`config.mk`:
```
export PLATFORM = sky130hd
export DESIGN_NAME = motion_highlight
export DESIGN_NICKNAME = d
export VERILOG_FILES = /design/src/rtl/motion_highlight.sv
export SDC_FILE = /design/constraint.sdc
export NUM_CORES = 1
export LEC_CHECK = 0
export ABC_CLOCK_PERIOD_IN_PS = 4040
export CAP_MARGIN = 20
export CORE_MARGIN = 4
export CORE_UTILIZATION = 45
export DETAILED_ROUTE_END_ITERATION = 10
export PLACE_DENSITY = 0.83
export SYNTH_ARGS = -nofsm -noshare
export SYNTH_HDL_FRONTEND = slang
export SYNTH_SLANG_ARGS = --single-unit
```
`constraint.sdc`:
```
create_clock -name clock -period 4.04 [get_ports clock]
set_clock_uncertainty 0.05 [all_clocks]
set_input_delay 0.808 -clock clock [delete_from_list [all_inputs] [get_ports clock]]
set_output_delay 0.808 -clock clock [all_outputs]
set_load 0.1 [all_outputs]
```
`src/rtl/motion_highlight.sv`:
```
// Motion highlighter: pops mask/frame pixel pairs from two FWFT FIFOs, substitutes
// HIGHLIGHT_COLOR on motion pixels, and reports the per-frame motion pixel count.
module motion_highlight #(
    parameter int          WIDTH           = 720,
    parameter int          HEIGHT          = 540,
    parameter logic [23:0] HIGHLIGHT_COLOR = 24'hFF0000,
    parameter int          CNT_W           = $clog2(WIDTH * HEIGHT + 1)
) (
    input  logic             clock,
    input  logic             reset,
    output logic             mask_rd_en,
    input  logic             mask_empty,
    input  logic [23:0]      mask_dout,
    output logic             img_rd_en,
    input  logic             img_empty,
    input  logic [23:0]      img_dout,
    output logic             out_wr_en,
    input  logic             out_full,
    output logic [23:0]      out_din,
    output logic [CNT_W-1:0] motion_count,
    output logic             frame_done
);

    localparam int COL_W = (WIDTH > 1) ? $clog2(WIDTH) : 1;
    localparam int ROW_W = (HEIGHT > 1) ? $clog2(HEIGHT) : 1;
    localparam logic [COL_W-1:0] COL_LAST = COL_W'(WIDTH - 1);
    localparam logic [ROW_W-1:0] ROW_LAST = ROW_W'(HEIGHT - 1);

    typedef enum logic {
        S_READ  = 1'b0,
        S_WRITE = 1'b1
    } state_t;

    state_t             state;
    state_t             state_n;
    logic [23:0]        pix;
    logic               is_motion;
    logic [COL_W-1:0]   col;
    logic [ROW_W-1:0]   row;
    logic [CNT_W-1:0]   count;
    logic [CNT_W-1:0]   count_c;
    logic               frame_end;

    // NOTE: sequential state uses non-blocking assignments so every register
    // samples pre-edge values; combinational blocks below use blocking ones.
    always_ff @(posedge clock or posedge reset) begin
        if (reset) begin
            state <= S_READ;
        end else begin
            state <= state_n;
        end
    end

    // NOTE: every output gets a default first, so no path can infer a latch.
    // Strobes are gated by reset so no FIFO is touched while reset is held.
    always_comb begin
        state_n    = state;
        mask_rd_en = 1'b0;
        img_rd_en  = 1'b0;
        out_wr_en  = 1'b0;
        out_din    = '0;
        if (!reset) begin
            case (state)
                S_READ: begin
                    // Both streams must advance in lockstep to stay pixel-aligned.
                    if (!mask_empty && !img_empty) begin
                        mask_rd_en = 1'b1;
                        img_rd_en  = 1'b1;
                        state_n    = S_WRITE;
                    end
                end
                S_WRITE: begin
                    if (!out_full) begin
                        out_wr_en = 1'b1;
                        out_din   = pix;
                        state_n   = S_READ;
                    end
                end
                default: state_n = S_READ;
            endcase
        end
    end

    assign count_c   = count + CNT_W'(is_motion);
    assign frame_end = out_wr_en && (col == COL_LAST) && (row == ROW_LAST);

    always_ff @(posedge clock or posedge reset) begin
        if (reset) begin
            pix          <= '0;
            is_motion    <= 1'b0;
            col          <= '0;
            row          <= '0;
            count        <= '0;
            motion_count <= '0;
            frame_done   <= 1'b0;
        end else begin
            frame_done <= frame_end;
            if (mask_rd_en) begin
                pix       <= (mask_dout != 24'h0) ? HIGHLIGHT_COLOR : img_dout;
                is_motion <= (mask_dout != 24'h0);
            end
            if (out_wr_en) begin
                if (frame_end) begin
                    motion_count <= count_c;
                    count        <= '0;
                    col          <= '0;
                    row          <= '0;
                end else begin
                    count <= count_c;
                    if (col == COL_LAST) begin
                        col <= '0;
                        row <= row + 1'b1;
                    end else begin
                        col <= col + 1'b1;
                    end
                end
            end
        end
    end

endmodule
```
==> results.ini <==
[status]
outcome = completed

[die]
core_mm2 = 0.00881
num_io_pins = 100
fp.dieH_um = 103
placementRows = 34
start_util_pct = 46.6
die_area_mm2 = 0.0107
die_w_um = 103

[global_routing]
grt_pass1_wl_um = 16000
grt_max_degree = 53
grt-ovfl-total = 0
antenna_found_initial = 0
grt_pass1_vias = 3400
track_usage_pct = 19.1

[logic_synthesis]
synth-edff-count = 0
synth_cells = 405
synth_nets = 462
synthArstFlopShare_pct = 100
yosys_warnings = 0
synth_area_leaders = dfrtp_1 52%, nand2_1 3.9%, a22o_1 3.8%
synthesis.area_mm2 = 0.00410
synth_seq_area_share_pct = 51.8
ys_seq_elements = 85
yosys_most_used_dff = dfrtp_1
synth.most_common_cell = dfrtp_1
avgSynthCellArea_um2 = 10.1
synth_top_area_share_pct = 51.8
yosysUniqueCellTypes = 42
netlist_top_cells_count = 85 x dfrtp_1, 43 x nand2_1, 31 x o21ai_0, 25 x nor2_1, 24 x and2_1
yosysTopAreaCell = dfrtp_1

[finish]
num-nets-final = 557
utilization_pct = 64.0
area_delta_synth_final_pct = 37.3
multiInputGateArea_mm2 = 0.00180
drive_gt1_share_pct = 13.1
regArea_mm2 = 0.00213
antenna_cells = 0
nFillCells = 687
final_cells = 613

[setup_path]
end_kind = output port
cp_data_arrival_time_ps = 2660
r2r_end = count[5]
crit_fanout = 22
ff2ff_path_depth = 7
critPathKind = in2out
cp-startpoint = reset
max_stage_delay_ps = 580
worstPathRequired_ps = 3180
crit_chain = clkdlybuf4s50_1 > or3b_4 > inv_1 > buf_4 > and2_1 > buf_12
reg2reg_slack_ps = 1530
worst_setup_path_start_kind = primary input
cp_slowest_cell = or3b_4
reg2reg_from = row[1]

[timing]
final.setup.tns_ps = 0
max_slew_margin_pct = 35.0
fmax_ghz = 0.285
rsz0062_at_grt = false
worstMarginPinSlew_ps = 972
setup_violations = 0
period_share_pct = 87.0
slew_violations = 0
period_minus_slack_ps = 3510
finalHoldViolations = 0

[clock_network]
cts-root-buf = clkbuf_8
hold_buffers = 0
clk_pin_slew_ps = 90
cts.repair.resized = 0
ctsLongestPathBuffers = 2
cts_setup_buffers = 0
cts_made_buffers = 9
cts_tree = yes
clkSinkCount = 85
htreeDepth = 3
clk_latency_ps = 360

[drt]
dr.pass1.iters = 4
route.vias.total = 3304
wl_per_cell_um = 15.6
drt_wl_total_um = 9590
drc_errors = 0
first_iter_violations = 183
via_per_inst = 5.39
ant_nets = 0

[min_path]
hp-start = motion_count[10]
worstHoldPathCells = 2
whs_endpoint = motion_count[10]
min-delay-path-class = reg2reg

[placed_design]
finalWeightedCongestion = 0.836
dp.cells = 597
dpl.hpwl_um = 7090
portBuffers = 99

[power]
p_leak_nw = 2.38
vdd_drop_max_mv = 0.180
p_per_area_mw_per_mm2 = 315

[job]
cap_viol_max_count = 0

==> layout by cell type (no fill, tap or decap), types with 2 or more instances in the layout <==
master	n
dfrtp_1	85
clkdlybuf4s50_1	72
nand2_1	43
o21ai_0	31
buf_12	27
nor2_1	25
and2_1	24
a22o_1	18
xnor2_1	17
nand4_1	16
nand3_1	14
xor2_1	11
inv_1	9
clkbuf_8	9
o22a_1	8
nor3_1	7
a21o_1	7
a21oi_1	7
or3_1	6
a21oi_2	6
nor4_1	6
o21ai_1	6
buf_4	6
nor3b_1	4
or4_1	4
ha_1	4
o31ai_1	3
inv_6	3
nand4b_1	2
nor4_4	2
and3_1	2
inv_2	2
nand2b_1	2
mux2i_1	2
inv_8	2
clkinvlp_4	2
==> worst max-delay path, delay by kind of cell <==
family / cells / cell delay [ps]
buffers and inverters: 4 / 1040
and+or+nand+nor: 2 / 800
==> layout make-up <==
class                      count  area share [%]
tap                          108            2.40
clock buffer                   9            2.20
sequential                    85            37.8
multi-input combinational    286            32.0
timing repair buffer         106            23.7
clock inverter                 7            1.13
inverter                      12           0.822
==> layer usage <==
| layer | up-vias | GRT usage (%) | wire length (um) | part of all wire, % |
|---|---|---|---|---|
| met2 | 124 | 30.8 | 4580 | 48 |
| li1 | 1624 | - | - | - |
| met3 | 5 | 8.52 | 902 | 9.4 |
| met1 | 1551 | 23.6 | 4000 | 42 |
| met4 | 0 | 4.88 | 98 | 1.0 |
| met5 | - | 0 | 0 | 0 |
==> logic make-up (layout without fill, tap and decap cells) <==
logic type | Yosys count | count (layout) | share of synthesized area [%]
simple gates | 163 | 163 | 21.7
compound gates | 89 | 89 | 14.6
flops | 85 | 85 | 51.8
buf+inv | 34 | 134 | 4.21
xor+xnor | 28 | 28 | 5.98
fa+ha+maj | 4 | 4 | 1.22
mux | 2 | 2 | 0.488
==> worst max path at each step <==
stage	end	slack, ps	depth (start not counted)
floorplan	out_din[14]	490	4
global placement	out_din[5]	580	6
detailed placement	out_din[10]	520	6
CTS	out_din[10]	510	6
global route	out_din[4]	440	6
finish	out_din[10]	530	6
==> sequential cells by signal, summed over array words and instances (netlist names) <==
name,cells
motion_count,19
is_motion,1
row,10
col,10
pix,24
state,1
count,19
frame_done,1
==> per-stage QoR <==
step / area [um2] / power (mW) / hold slack (ps) / setup WS (ps)
2_1_floorplan: 4110 / 1.09 / 395 / 487
3_3_place_gp: 5420 / 1.20 / 410 / 582
3_5_place_dp: 5450 / 1.21 / 421 / 522
4_1_cts: 5630 / 1.79 / 442 / 514
5_1_grt: 5630 / 1.87 / 460 / 441
6_report: 5630 / 1.78 / 435 / 526
==> report_power, final <==
group          switching (mW)  internal (mW)
Sequential             0.0420          0.887
Combinational           0.142          0.124
Clock                   0.342          0.238
Total                   0.526           1.25
Note: power is estimated with default switching activity, not from simulation.
==> patch 1: new RTL, same flow settings <==
Make the reset (`reset`) synchronous in 2 clocked blocks.
--- a/src/rtl/motion_highlight.sv
+++ b/src/rtl/motion_highlight.sv
@@ -45,3 +45,3 @@
     // samples pre-edge values; combinational blocks below use blocking ones.
-    always_ff @(posedge clock or posedge reset) begin
+    always_ff @(posedge clock) begin
         if (reset) begin
@@ -86,3 +86,3 @@
 
-    always_ff @(posedge clock or posedge reset) begin
+    always_ff @(posedge clock) begin
         if (reset) begin
Behaviour: no difference found for any inputs over 10 cycles, from zero or initial values and one cycle with reset high; that may be too few to reach the edited logic, so the function may still have changed.
==> patch 1 against the unedited design <==
- area after synthesis down 4.1%
- sequential cell count is the same
- design area shrank 4.8%
- setup slack better by 0.32 ns
- non-clock buffer count is the same
- worst hold slack lost 0.033 ns
- wire length grew 6.4%
- sequential share of layout area is 6.0 points lower
- critical path type unchanged
- largest cell class is now multi-input gates
Power is not compared: it rests on default switching activity, and its combinational part moved more than twofold at a synthesized area within 25%.
==> patch 1: results <==
[worst_setup_path]
reg2regPathDepth = 6
worst_path_largest_cell_delay_ns = 0.46
timing.critical_path.slowest_stage_cell = "sky130_fd_sc_hd__clkdlybuf4s50_1"
crit_fanout = 16
critical_path_arrival_ns = 2.33
rr_startpoint = "row[2]"
regToRegSetupSlack_ns = 1.62

[routing]
m1WireLength_um = 4220
viasPerCell = 5.61
detailroute.wirelength.met3_um = 964
routed-wl-met2_um = 4760
routed_len_inst_um = 15.4
drt_iter0_markers = 204

[synthesis]
synthCells = 469
synth_compound_gate_area_share = 0.147
post_synth_num_cell_types = 45
syn-num-nets = 526
synth_xor_area_frac = 0.0779
synth.area.mux_share = 0.00254

[global_route]
grt_pass1_vias = 3678
groute.layer.met1.usage = 0.249
global_route_wire_length_before_repair_um = 16900
grt_max_degree = 37
global_route.usage.met3 = 0.0627
global_route.usage.met2 = 0.327

[run_status]
status = "finished, final reports clean"

[placement]
placed_cells_incl_taps = 646
postPlaceCellArea_um2 = 5190
gpl.final_weighted_congestion = 0.835

[final_layout]
fill_cells = 684
final_non_filler_cell_total = 662
reg.largest.list = "pix: 24 flops, count: 19 flops, motion_count: 19 flops"
layout-drive-gt1-share = 0.108

[worst_hold_path]
hold_path.startpoint = "motion_count[0]"
hold_path_end = "motion_count[0]"

[sta]
fin_hold_ws_ns = 0.401
timing.fmax_mhz = 313
worst_slew_margin_rel = 0.349
-- patch 1: final cells by class --
class,instances,area [µm²],share of cell area
well taps,105,131,0.0245
clock inverters,6,48.8,0.00909
multi-input cells,337,2040,0.380
inverters,13,48.8,0.00909
repair buffers,106,1270,0.237
flip-flops and latches,85,1700,0.317
clock buffers,10,128,0.0238
-- patch 1: how the worst max path moves through the flow --
stage                       end     start
finish               out_din[8]  out_full
global route        out_din[15]  out_full
CTS                  out_din[8]  out_full
detailed placement    count[11]  out_full
global placement      count[13]  out_full
floorplan           out_din[16]  out_full
-- patch 1: tightest hold or removal path: stages (launching register included) --
cell and delay (ns):
sky130_fd_sc_hd__dfxtp_1 0.32, sky130_fd_sc_hd__nand3_1 0.06, sky130_fd_sc_hd__nand2_1 0.04
-- patch 1: where the power goes --
part	internal [W]	switching, W
Combinational	0.0000574	0.0000589
Clock	0.000228	0.000316
Sequential	0.000845	0.00000360
==> patch 2: new RTL, same flow settings <==
Without the edit above. Change the parameter `WIDTH` from 720 to 180.
--- a/src/rtl/motion_highlight.sv
+++ b/src/rtl/motion_highlight.sv
@@ -3,3 +3,3 @@
 module motion_highlight #(
-    parameter int          WIDTH           = 720,
+    parameter int          WIDTH           = 180,
     parameter int          HEIGHT          = 540,
Interface: changed (resized motion_count); port bits go from 100 to 98. No check against the original RTL was run, so the function may have changed too.
==> patch 2 against the unedited design <==
- register-to-register slack got worse by 0.08 ns
- design area is 3.6% lower
- count of clock-buffer cells in the layout increased by 3
- combinational power increased by 34%
- wire length is 0.44% higher
- power increased by 2.5%
- sequential cell count down 6
- critical endpoint is now out_din[17]
- critical path depth fell by 1
- setup slack better by 0.019 ns
- global-route usage grew 0.94 points
- area after synthesis fell by 3.1%
- sequential share of layout area fell by 1.4 points
- critical path type unchanged
==> patch 2: results <==
[run_status]
status = "finished, final reports clean"

[placement]
placed_cells_incl_taps = 579
gpl.final_weighted_congestion = 0.760
preCtsSetupSlack_ns = 0.485

[worst_setup_path]
critical_path_arrival_ns = 2.64
timing.critical_path.slowest_stage_cell = "sky130_fd_sc_hd__clkdlybuf4s50_1"
regToRegSetupSlack_ns = 1.45
crit_fanout = 39

[sta]
fin_hold_ws_ns = 0.438
timing.fmax_mhz = 286
worst_slew_pin_slew_ns = 1.01

[synthesis]
synth.yosys.seq_area_share = 0.497
average_cell_area_after_synthesis_um2 = 9.94
post_synth_num_cell_types = 49
ys_top_cells_by_area = "sky130_fd_sc_hd__dfrtp_1 (50%), sky130_fd_sc_hd__nand2_1 (4.2%), sky130_fd_sc_hd__o21ai_0 (4.2%)"

[power]
ir_worst_vdd_mv = 0.190
power_leakage_nw = 2.32
finalPower_w = 0.00182

[final_layout]
area_delta_synth_final_pct = 36.6
reg.largest.list = "pix: 24 flops, count: 17 flops, motion_count: 17 flops"
layout-drive-gt1-share = 0.126

[routing]
routed-wl-met2_um = 4490
drt_iter0_markers = 255
detailroute.wirelength.met3_um = 929
routed_len_inst_um = 16.2

[clocking]
clock_slew_at_reported_path_ffs_ns = 0.07

[worst_hold_path]
hold_path.startpoint = "count[0]"

[global_route]
global_route_wire_length_before_repair_um = 16500
groute.layer.met1.usage = 0.262
-- patch 2: where the power goes --
| group | leakage (nW) | internal [W] | switching [W] |
|---|---|---|---|
| Clock | 0.0985 | 0.000315 | 0.000278 |
| Sequential | 0.955 | 0.000827 | 0.0000428 |
| Combinational | 1.27 | 0.000156 | 0.000199 |
-- patch 2: critical path, delay by kind of cell --
family | cells | cell delay [ns]
buf+inv | 3 | 1.11
simple gates | 2 | 0.71
-- patch 2: cells by family (layout without fill, tap and decap cells) --
group | Yosys count | after routing | share of synthesized area
compound gates | 85 | 85 | 0.145
xor+xnor | 23 | 23 | 0.0507
fa+ha+maj | 4 | 4 | 0.0126
buf+inv | 42 | 128 | 0.0532
flops | 79 | 79 | 0.497
mux | 7 | 7 | 0.0189
simple gates | 160 | 160 | 0.222
-- patch 2: layout make-up --
class	instances	area share
Clock inverter	3	0.00783
Multi-Input combinational cell	279	0.329
Inverter	11	0.00806
Tap cell	108	0.0249
Sequential cell	79	0.364
Timing Repair Buffer	102	0.238
Clock buffer	12	0.0286
